$ cat src/rtl/mul_seq_ctrl.sv
`default_nettype none
// ============================================================================
// Module      : mul_seq_ctrl
// Description : Shift-and-add sequencer for a 16x16 unsigned multiply whose
//               product is truncated to WIDTH bits. It has no adder of its
//               own. It drives the operands of the shared Add datapath and
//               captures the sum that comes back.
// Ports       : clk      - system clock, rising edge
//               rst      - asynchronous active-high reset
//               start    - multiply request, sampled only in IDLE
//               a, b     - multiplicand / multiplier, captured on accepted start
//               add_sum  - sum from the shared adder (combinational of add_a/b)
//               add_a/b  - adder operands, zero outside RUN
//               product  - accumulator, final once done pulses
//               busy     - high while in RUN
//               done     - one-cycle pulse when product is final
//               ovf      - sticky: true product did not fit in WIDTH bits
// Revision    : 1.0 - initial release
// ============================================================================
module mul_seq_ctrl #(
  parameter int WIDTH = 16
) (
  input  logic             clk,
  input  logic             rst,
  input  logic             start,
  input  logic [WIDTH-1:0] a,
  input  logic [WIDTH-1:0] b,
  input  logic [WIDTH-1:0] add_sum,
  output logic [WIDTH-1:0] add_a,
  output logic [WIDTH-1:0] add_b,
  output logic [WIDTH-1:0] product,
  output logic             busy,
  output logic             done,
  output logic             ovf
);

  typedef enum logic [1:0] {
    S_IDLE = 2'd0,
    S_RUN  = 2'd1,
    S_DONE = 2'd2
  } state_t;

  state_t           r_state;
  state_t           w_next_state;

  logic [WIDTH-1:0] r_acc;
  logic [WIDTH-1:0] r_mcand;
  logic [WIDTH-1:0] r_mplier;
  logic             r_ovf;

  logic [WIDTH-1:0] w_mplier_shr;
  logic             w_last;
  logic             w_carry;
  logic             w_lost_bit;

  // RUN ends once no set multiplier bits remain after this cycle's shift.
  assign w_mplier_shr = r_mplier >> 1;
  assign w_last       = (w_mplier_shr == '0);

  // A wrapped sum is smaller than the accumulator it started from.
  assign w_carry      = r_mplier[0] && (add_sum < r_acc);

  // Shifting out a multiplicand '1' matters only if a later multiplier bit
  // could still add it. On the final cycle nothing more is added, so the
  // bit lost there does not indicate overflow.
  assign w_lost_bit   = r_mcand[WIDTH-1] && !w_last;

  // --------------------------------------------------------------------------
  // State register
  // --------------------------------------------------------------------------
  always_ff @(posedge clk or posedge rst) begin
    if (rst) begin
      r_state <= S_IDLE;
    end else begin
      r_state <= w_next_state;
    end
  end

  // --------------------------------------------------------------------------
  // Next-state and output decode
  // --------------------------------------------------------------------------
  always_comb begin
    w_next_state = r_state;
    busy         = 1'b0;
    done         = 1'b0;
    add_a        = '0;
    add_b        = '0;
    unique case (r_state)
      S_IDLE: begin
        if (start) begin
          w_next_state = S_RUN;
        end
      end
      S_RUN: begin
        busy  = 1'b1;
        add_a = r_acc;
        add_b = r_mcand;
        if (w_last) begin
          w_next_state = S_DONE;
        end
      end
      S_DONE: begin
        done         = 1'b1;
        w_next_state = S_IDLE;
      end
      default: begin
        w_next_state = S_IDLE;
      end
    endcase
  end

  // --------------------------------------------------------------------------
  // Datapath registers
  // --------------------------------------------------------------------------
  always_ff @(posedge clk or posedge rst) begin
    if (rst) begin
      r_acc    <= '0;
      r_mcand  <= '0;
      r_mplier <= '0;
      r_ovf    <= 1'b0;
    end else begin
      case (r_state)
        S_IDLE: begin
          if (start) begin
            r_mcand  <= a;
            r_mplier <= b;
            r_acc    <= '0;
            r_ovf    <= 1'b0;
          end
        end
        S_RUN: begin
          if (r_mplier[0]) begin
            r_acc <= add_sum;
          end
          r_mcand  <= r_mcand << 1;
          r_mplier <= w_mplier_shr;
          if (w_carry || w_lost_bit) begin
            r_ovf <= 1'b1;
          end
        end
        default: begin
          // DONE: hold the result
        end
      endcase
    end
  end

  assign product = r_acc;
  assign ovf     = r_ovf;

endmodule
`default_nettype wire
$ cat config.mk
export PLATFORM = sky130hd
export DESIGN_NAME = mul_seq_ctrl
export DESIGN_NICKNAME = d
export VERILOG_FILES = /design/src/rtl/mul_seq_ctrl.sv
export SDC_FILE = /design/constraint.sdc
export NUM_CORES = 1
export LEC_CHECK = 0
export BUFFER_PORTS_ARGS = -buffer_cell sky130_fd_sc_hd__buf_2
export CAP_MARGIN = 20
export CORE_ASPECT_RATIO = 0.6
export CORE_MARGIN = 1
export CORE_UTILIZATION = 45
export CTS_CLUSTER_SIZE = 30
export DETAILED_ROUTE_END_ITERATION = 7
export GPL_TIMING_DRIVEN = 0
export PLACE_DENSITY_LB_ADDON = 0.08
export SETUP_SLACK_MARGIN = 0.2
export SLEW_MARGIN = 20
export SYNTH_ARGS = -nofsm -noshare
export SYNTH_HDL_FRONTEND = slang
export SYNTH_SLANG_ARGS = --single-unit
export TNS_END_PERCENT = 1
$ cat constraint.sdc
create_clock -name clk -period 2.1 [get_ports clk]
set_clock_uncertainty 0.2 [all_clocks]
set_input_delay 0.63 -clock clk [delete_from_list [all_inputs] [get_ports clk]]
set_output_delay 0.63 -clock clk [all_outputs]
set_load 0.01 [all_outputs]
==> impl_metrics.ini, run 1 <==
[place]
dp_slack_ns = -0.2545
portBuffers = 101
hpwl_um = 6031
globalplace.congestion = 0.8058

[timing]
finalSetupViolations = 33
min_period_ns = 2.309
slew_viol_final = 0
rsz0062_at_grt = yes
worstMarginPinSlew_ns = 0.5097
finalHoldWorstSlack_ns = 0.1489
timing.final.crit_share = 1.100
fin_setup_tns_ns = -4.343
fmax_ghz = 0.4330
hold_violations = 0
fin_ws_ns = -0.2094
slew_headroom = 0.6602

[setup_path]
end_kind = output pin
reg2reg_slack_ns = 0.08
crit_arrival_ns = 1.48
crit_start = r_state[1]$_DFFE_PP0P_
ff2ff_path_depth = 6
worst-setup-path-type = flop to output pin
rr_startpoint = product[15]$_DFFE_PP0P_
cp.required_ns = 1.27
reg2reg_to = ovf$_DFFE_PP0P_
startpoint_type = flop
endpoint = add_b[7]
critPathMaxFanout = 10

[drt]
maxUsedRoutingLayer = met4
drt-met1-wl_um = 4447
dr_wl_met3_um = 430
met2WireLength_um = 3198
ant_nets = 0
initialDrtViolationCount = 141
vias_per_cell = 5.476
first_pass_iters = 4
wl_per_cell_um = 15.42
vias = 2886
drc = 0
finalWirelength_um = 8128

[clock_tree]
cts_made_buffers = 5
cts_max_level = 2
cts_tree = built
numClockSinks = 51
clk_path_buf_depth = 2
clk_latency_ns = 0.30
cts-root-buf = clkbuf_8
clk_pin_slew_ns = 0.09

[global_routing]
grt_max_degree = 32
grt_pass1_vias = 2565
grt_usage = 0.2506
grt_pass1_wl_um = 13360
antenna_found_initial = 0
overflow = 0

[power_and_ir_drop]
comb_power_share = 0.557
p_seq_frac = 0.333
netSwitchingFraction = 0.4161
internal-power_mw = 2.965
ir_worst_vdd_mv = 0.5182
p_switching_mw = 2.113
power-per-cell-area_nw_per_um2 = 1306
report.power.total_mw = 5.079
power_leakage_nw = 1.877
p_clk_frac = 0.110

[layout]
fillCellCount = 595
layout.nets = 508
areaGrowthSynthToFinish_pct = 31.81
final_core_util = 0.6251
final_layout_size_suffix_gt1_frac = 0.3409
antenna_cells = 0

[die]
die_w_um = 106.5
io-pin-count = 102
core_region_area_um2 = 6221
dieHeight_um = 64.72
start_util = 0.4743
rows = 22
dieArea_um2 = 6895

[outcome]
status = complete, but fails checks
violations = negative setup slack

[logic_synthesis]
ys_warn_count = 0
synthFlopType = dfrtp_1
synth_top_area_cell = dfrtp_1
yosys-top-cells-count = a21oi_1, dfrtp_1, nor2b_1
synth.area.top_cells = dfrtp_1, a21oi_1, nor2b_1
yosys.cell_types.count = 31
async_flop_share = 1.000
syn_inst = 326
synth_top_cell_area_share = 0.4326
syn-cell-area_um2 = 2950
synth.net_count = 392
synth_edf_count = 0
yosysMostFrequentCell = a21oi_1
ys_seq_elements = 51
ys_seq_area_frac = 0.4326
syn_area_per_cell_um2 = 9.050

[hold_path]
hp-class = primary input to async pin

[job]
maxCapViolCount = 0
## area by class of cell
class	instances	area (µm²)	share of cell area
multi-input cells	231	1548	0.3980
flip-flops and latches	51	1276	0.3282
repair buffers	109	603.1	0.1551
plain buffers	25	192.7	0.04955
well taps	84	105.1	0.02703
inverters	19	80.08	0.02059
clock buffers	5	68.82	0.01770
clock inverters	3	15.01	0.003861
## through the flow
stage          instance area [µm²]  std cells
2_1_floorplan                 2960        326
3_3_place_gp                  3571        511
3_5_place_dp                  3591        512
4_1_cts                       3857        526
5_1_grt                       3889        527
6_report                      3889        527
## worst min-delay path by stage
stage,from,endpoint,slack (ns),cells after the start
4_1_cts,rst,r_mplier[9]$_DFFE_PP0P_,0.16,2
3_3_place_gp,r_mcand[0]$_DFFE_PP0P_,r_mcand[0]$_DFFE_PP0P_,0.28,2
6_report,rst,r_mcand[11]$_DFFE_PP0P_,0.15,2
5_1_grt,rst,r_mcand[8]$_DFFE_PP0P_,0.17,2
3_5_place_dp,ovf$_DFFE_PP0P_,ovf$_DFFE_PP0P_,0.30,2
2_1_floorplan,r_mcand[0]$_DFFE_PP0P_,r_mcand[0]$_DFFE_PP0P_,0.26,2
## worst max-delay path, cell delays in order (launching register included)
cell and delay [ns]:
dfrtp_1 0.38, buf_6 0.13, nor2b_4 0.18, clkbuf_8 0.19
and2_1 0.15, buf_2 0.13
## cells in the final DEF (no fill, tap or decap), types with 4 or more instances in the layout
cell type,instances
a21oi_1,54
a22o_1,16
a22oi_1,16
and2_1,14
and2_4,4
buf_2,102
buf_4,7
buf_6,10
clkbuf_1,9
clkbuf_8,6
dfrtp_1,51
ha_1,14
inv_1,17
nand2_1,6
nand4_1,5
nor2b_1,33
nor3_1,12
nor3_2,6
o21ai_0,29
o21ai_1,6
## per-layer routing
| layer | track usage | vias to the layer above |
|---|---|---|
| met2 | 0.3312 | 90 |
| met4 | 0.04110 | 0 |
| li1 | - | 1390 |
| met3 | 0.03521 | 7 |
| met1 | 0.4221 | 1399 |
| met5 | 0 | - |
## registers in the layout, summed over array words and instances (netlist names)
name / cells
product: 16
r_mcand: 16
r_mplier: 16
r_state: 2
ovf: 1
## power by group through the flow
stage	combinational (mW)	clock, mW	sequential [mW]
after floorplan	1.62	0	1.68
after CTS	2.79	0.577	1.68
after global placement	2.45	0	1.68
after global routing	3.15	0.631	1.75
after detailed placement	2.49	0	1.69
final	2.83	0.558	1.69
## repair_timing
item,CTS,global route
hold buffers,0,0
pin swaps,3,0
setup buffers,6,1
setup endpoints to repair,35,45
resized for setup,32,5
## cells by family after synthesis
kind of cell,count (synthesis),synth area share
and+or+nand+nor,91,0.1824
AOI/OAI and AO/OA,125,0.2532
buffers and inverters,44,0.06827
adders and majority gates,15,0.06361
DFF,51,0.4326
(Power assumes the default switching activity.)
==> inputs of run 2 (changes only) <==
Settings changed: CORE_UTILIZATION 45 to 40.
==> run 2 against run 1 <==
  * The run still ends with negative setup slack left
  * Critical path depth rose by 1
  * Total power rose by 7.8%
  * Cell count rose by 0.95%
  * Largest cell class unchanged
  * Largest power group unchanged
==> impl_metrics.ini, run 2 (same netlist as run 1, synthesis figures left out) <==
[outcome]
status = complete, but fails checks
violations = negative setup slack

[place]
portBuffers = 101
hpwl_um = 6110
dp_cells = 515
post_dp_cell_area_um2 = 3595
globalplace.congestion = 0.7944

[global_routing]
overflow = 0
antenna_found_initial = 0
grt_pass1_wl_um = 13940
grt_pass1_vias = 2629
grt_max_degree = 31
grt_usage = 0.2396

[die]
dieArea_um2 = 7735
io-pin-count = 102
dieHeight_um = 68.53
rows = 23
start_util = 0.4272
core_region_area_um2 = 6907
die_w_um = 112.9

[timing]
hold_violations = 0
rsz0062_at_grt = yes
finalSetupViolations = 32
worstMarginPinSlew_ns = 0.5158
min_period_ns = 2.343
timing.final.crit_share = 1.116
slew_viol_final = 0
fin_ws_ns = -0.2433
slew_headroom = 0.6554
fmax_ghz = 0.4267

[drt]
first_pass_iters = 4
vias_per_cell = 5.440
drc = 0
ant_nets = 0
wl_per_cell_um = 16.29
vias = 2894
initialDrtViolationCount = 187
finalWirelength_um = 8666

[clock_tree]
clk_pin_slew_ns = 0.06
cts_max_level = 2
numClockSinks = 51
clk_latency_ns = 0.29
clk_path_buf_depth = 2
cts_made_buffers = 5
cts-root-buf = clkbuf_16
cts_tree = built

[job]
maxCapViolCount = 0

[layout]
layout.cells.non_filler = 532
areaGrowthSynthToFinish_pct = 36.26
layout_commonest_cell = buf_2
final_layout_size_suffix_gt1_frac = 0.3596
layout.nets = 512
final_cell_mix = buf_2, a21oi_1, dfrtp_1
final_area_um2 = 4020
antenna_cells = 0

[setup_path]
crit_family = buffers and inverters
path_cells = buf_6, nor2b_4, buf_6, buf_8, and2_4, buf_6
worst-setup-path-type = flop to output pin
critPathSlowestCell = dfrtp_1
cpMostUsedCell = buf_6
crit_arrival_ns = 1.51
crit_buf_inv = 4
cp.required_ns = 1.27
startpoint_type = flop
critPathMaxFanout = 6
cpPeakStageDelay_ns = 0.38
end_kind = output pin

[power_and_ir_drop]
power-per-cell-area_nw_per_um2 = 1362
internal-power_mw = 3.284
report.power.total_mw = 5.475
comb_power_share = 0.549
p_switching_mw = 2.191
power_leakage_nw = 1.926
p_seq_frac = 0.310
ir_worst_vdd_mv = 0.5564
netSwitchingFraction = 0.4002
p_clk_frac = 0.141

[hold_path]
hp-class = primary input to async pin
[run 2: changes by cell type in the layout (fill, tap and decap cells not counted), sizes merged]
cell	delta
buf	+7
clkbuf	-2
clkinv	-4
inv	+1
[run 2: timing repair]
action                                  4_1_cts  5_1_grt
resized for setup                            36       19
buffers inserted                              8        3
endpoints found under the setup margin       35       37
pin swaps                                     8        2
hold buffers                                  0        0
[run 2: path summary, 6_finish.rpt]
kind                                         from                      end  slack, ns  cells after the start
min in group clk           r_mcand[0]$_DFFE_PP0P_   r_mcand[0]$_DFFE_PP0P_       0.31                      2
max reg2reg                r_state[1]$_DFFE_PP0P_          ovf$_DFFE_PP0P_       0.09                      9
min                                           rst  product[13]$_DFFE_PP0P_       0.17                      2
max in group asynchronous                     rst   product[3]$_DFFE_PP0P_       1.02                      3
max                        r_state[1]$_DFFE_PP0P_                 add_a[0]      -0.24                      6
min reg2reg                r_mcand[0]$_DFFE_PP0P_   r_mcand[0]$_DFFE_PP0P_       0.31                      2
[run 2: power groups by stage]
stage / Clock [mW] / Sequential, mW / Combinational [mW]
floorplan: 0 / 1.68 / 1.62
global placement: 0 / 1.68 / 2.47
detailed placement: 0 / 1.69 / 2.51
CTS: 0.789 / 1.68 / 2.85
global route: 0.829 / 1.76 / 3.33
finish: 0.773 / 1.70 / 3.00
[run 2: cell type report]
cell class	instances	area (µm²)
Fill cell	631	2887
Clock buffer	6	128.9
Timing Repair Buffer	113	676.9
Sequential cell	51	1276
Tap cell	87	108.9
Multi-Input combinational cell	231	1568
Inverter	19	77.57
Buffer	25	183.9
[run 2: metrics by stage]
step / hold WS [ns] / setup TNS, ns / utilization / worst slack (ns)
3_3_place_gp: 0.2821 / -3.824 / 0.5176 / -0.2648
2_1_floorplan: 0.2615 / 0 / - / 0.06262
6_report: 0.1715 / -3.608 / 0.5821 / -0.2433
4_1_cts: 0.1864 / -4.671 / 0.5696 / -0.1855
5_1_grt: 0.2048 / -5.550 / 0.5821 / -0.2833
3_5_place_dp: 0.2913 / -3.893 / 0.5205 / -0.2620
[run 2: layer usage]
metal,wire [µm],up-vias,global-route usage,share of wire
li1,-,1403,-,-
met2,3405,108,0.3225,0.39
met4,87,0,0.06908,0.010
met5,0,-,0,0
met1,4642,1376,0.3777,0.54
met3,531,7,0.04808,0.061
==> inputs of run 3 (changes only) <==
Settings changed: BUFFER_PORTS_ARGS -buffer_cell sky130_fd_sc_hd__buf_2 to -buffer_cell sky130_fd_sc_hd__buf_4.
Clock period 2.1 ns to 2.6 ns, I/O delays scaled along.
==> run 3 against run 2 <==
  * The flow now finishes without violations
  * Wire length grew 1.3%
  * Non-clock buffer count shrank 1
  * Flip-flop and latch count is the same
  * Highest routed layer unchanged
  * Largest cell class unchanged
  * Clock power shrank 8.0%
  * Sequential share of layout area shrank 1.5 points
  * Die area is the same
  * Sequential power shrank 19%
==> impl_metrics.ini, run 3 (same netlist as run 1, synthesis figures left out) <==
[setup_path]
critPathMaxFanout = 6
ff2ff_path_depth = 6
cp.required_ns = 1.62
rr_startpoint = product[15]$_DFFE_PP0P_
reg2reg_to = ovf$_DFFE_PP0P_
worst-setup-path-type = flop to output pin
crit_arrival_ns = 1.50
end_kind = output pin
reg2reg_slack_ns = 0.38
startpoint_type = flop

[outcome]
status = completed

[die]
rows = 23
die_w_um = 112.9
core_region_area_um2 = 6907
io-pin-count = 102
dieHeight_um = 68.53
dieArea_um2 = 7735
start_util = 0.4272

[clock_tree]
clk_latency_ns = 0.30
numClockSinks = 51
cts_max_level = 2
cts-root-buf = clkbuf_16
clk_pin_slew_ns = 0.07
clk_path_buf_depth = 2
postCtsHoldBufs = 0
cts_made_buffers = 5
cts_tree = built

[global_routing]
use_met2 = 0.2878
grtUsageMet1 = 0.3682
grt_usage = 0.2266
overflow = 0
grt-busiest-layer = met1
antenna_found_initial = 0
grt_max_degree = 52
grt_util_met3 = 0.04458
grt_pass1_vias = 2516
grt_pass1_wl_um = 13090

[power_and_ir_drop]
report.power.total_mw = 4.687
ir_worst_vdd_mv = 0.5784
power-per-cell-area_nw_per_um2 = 1110
p_seq_frac = 0.293
p_switching_mw = 1.798
p_clk_frac = 0.152
internal-power_mw = 2.889
comb_power_share = 0.555
power_leakage_nw = 1.996
netSwitchingFraction = 0.3837

[place]
globalplace.congestion = 0.8339
hpwl_um = 6293
post_dp_cell_area_um2 = 3820
portBuffers = 101
dp_cells = 514

[layout]
fillCellCount = 616
layout.nets = 511
antenna_cells = 0
areaGrowthSynthToFinish_pct = 43.09
layout_commonest_cell = buf_4
layout.cells.non_filler = 533
final_cell_mix = buf_4, a21oi_1, dfrtp_1
final_layout_size_suffix_gt1_frac = 0.3475
final_area_um2 = 4222

[timing]
slew_headroom = 0.5662
fmax_ghz = 0.4030
timing.final.crit_share = 0.9543
slew_viol_final = 0
worstMarginPinSlew_ns = 0.6507
hold_violations = 0
finalSetupViolations = 0
min_period_ns = 2.481
rsz0062_at_grt = yes

[drt]
ant_nets = 0
drc = 0
vias = 2885
first_pass_iters = 5
initialDrtViolationCount = 154
wl_per_cell_um = 16.47
finalWirelength_um = 8776
vias_per_cell = 5.413

[hold_path]
hp-start = r_mcand[0]$_DFFE_PP0P_
hp-class = flop to flop
hold_end = r_mcand[0]$_DFFE_PP0P_
hold_path_depth = 2

[job]
maxCapViolCount = 0
## run 3: repair_timing
action,CTS,global route
resized for setup,13,32
setup buffers,2,8
setup endpoints to repair,30,34
hold endpoints to repair,0,0
cloned,0,1
## run 3: worst max path at each step
stage / startpoint / to / slack (ns)
4_1_cts: r_state[0]$_DFFE_PP0P_ / add_a[13] / 0.05
5_1_grt: r_state[0]$_DFFE_PP0P_ / add_b[4] / 0.06
2_1_floorplan: rst / ovf$_DFFE_PP0P_ / 0.39
3_5_place_dp: add_sum[15] / ovf$_DFFE_PP0P_ / -0.07
3_3_place_gp: rst / product[10]$_DFFE_PP0P_ / -0.47
6_report: r_state[0]$_DFFE_PP0P_ / add_b[4] / 0.12
## run 3: through the flow
stage | hold WS [ns] | setup WS, ns | utilization | TNS (ns)
finish | 0.3026 | 0.1188 | 0.6112 | 0
global route | 0.3379 | 0.05623 | 0.6112 | 0
CTS | 0.3075 | 0.04642 | 0.5848 | 0
detailed placement | 0.2926 | -0.06758 | 0.5531 | -0.06758
global placement | 0.2820 | -0.4680 | 0.5527 | -23.66
floorplan | 0.2615 | 0.3871 | - | 0
## run 3: final cells by class
class                   instances  area [µm²]  area share
plain buffers                  25       177.7     0.04209
well taps                      87       108.9     0.02579
repair buffers                112       904.6      0.2143
inverters                      19       75.07     0.01778
multi-input cells             231        1523      0.3607
clock buffers                   8       156.4     0.03705
flip-flops and latches         51        1276      0.3023
## run 3: power groups by stage
stage               clock network [mW]  logic (mW)  registers (mW)
global route                     0.756        2.85            1.42
floorplan                            0        1.31            1.36
CTS                              0.724        2.34            1.36
finish                           0.711        2.60            1.38
detailed placement                   0        2.23            1.37
global placement                     0        2.20            1.36
## run 3: layer usage
layer	share of wire	up-vias
met4	0.0089	0
met2	0.40	81
met5	0	-
met1	0.54	1394
li1	-	1403
met3	0.049	7
## run 3: critical path: stages, from the launching register on
cell and delay (ns):
dfrtp_1 0.38, buf_6 0.13, nor2b_4 0.14, buf_12 0.13, clkbuf_16 0.15, and2_4 0.16
buf_6 0.11
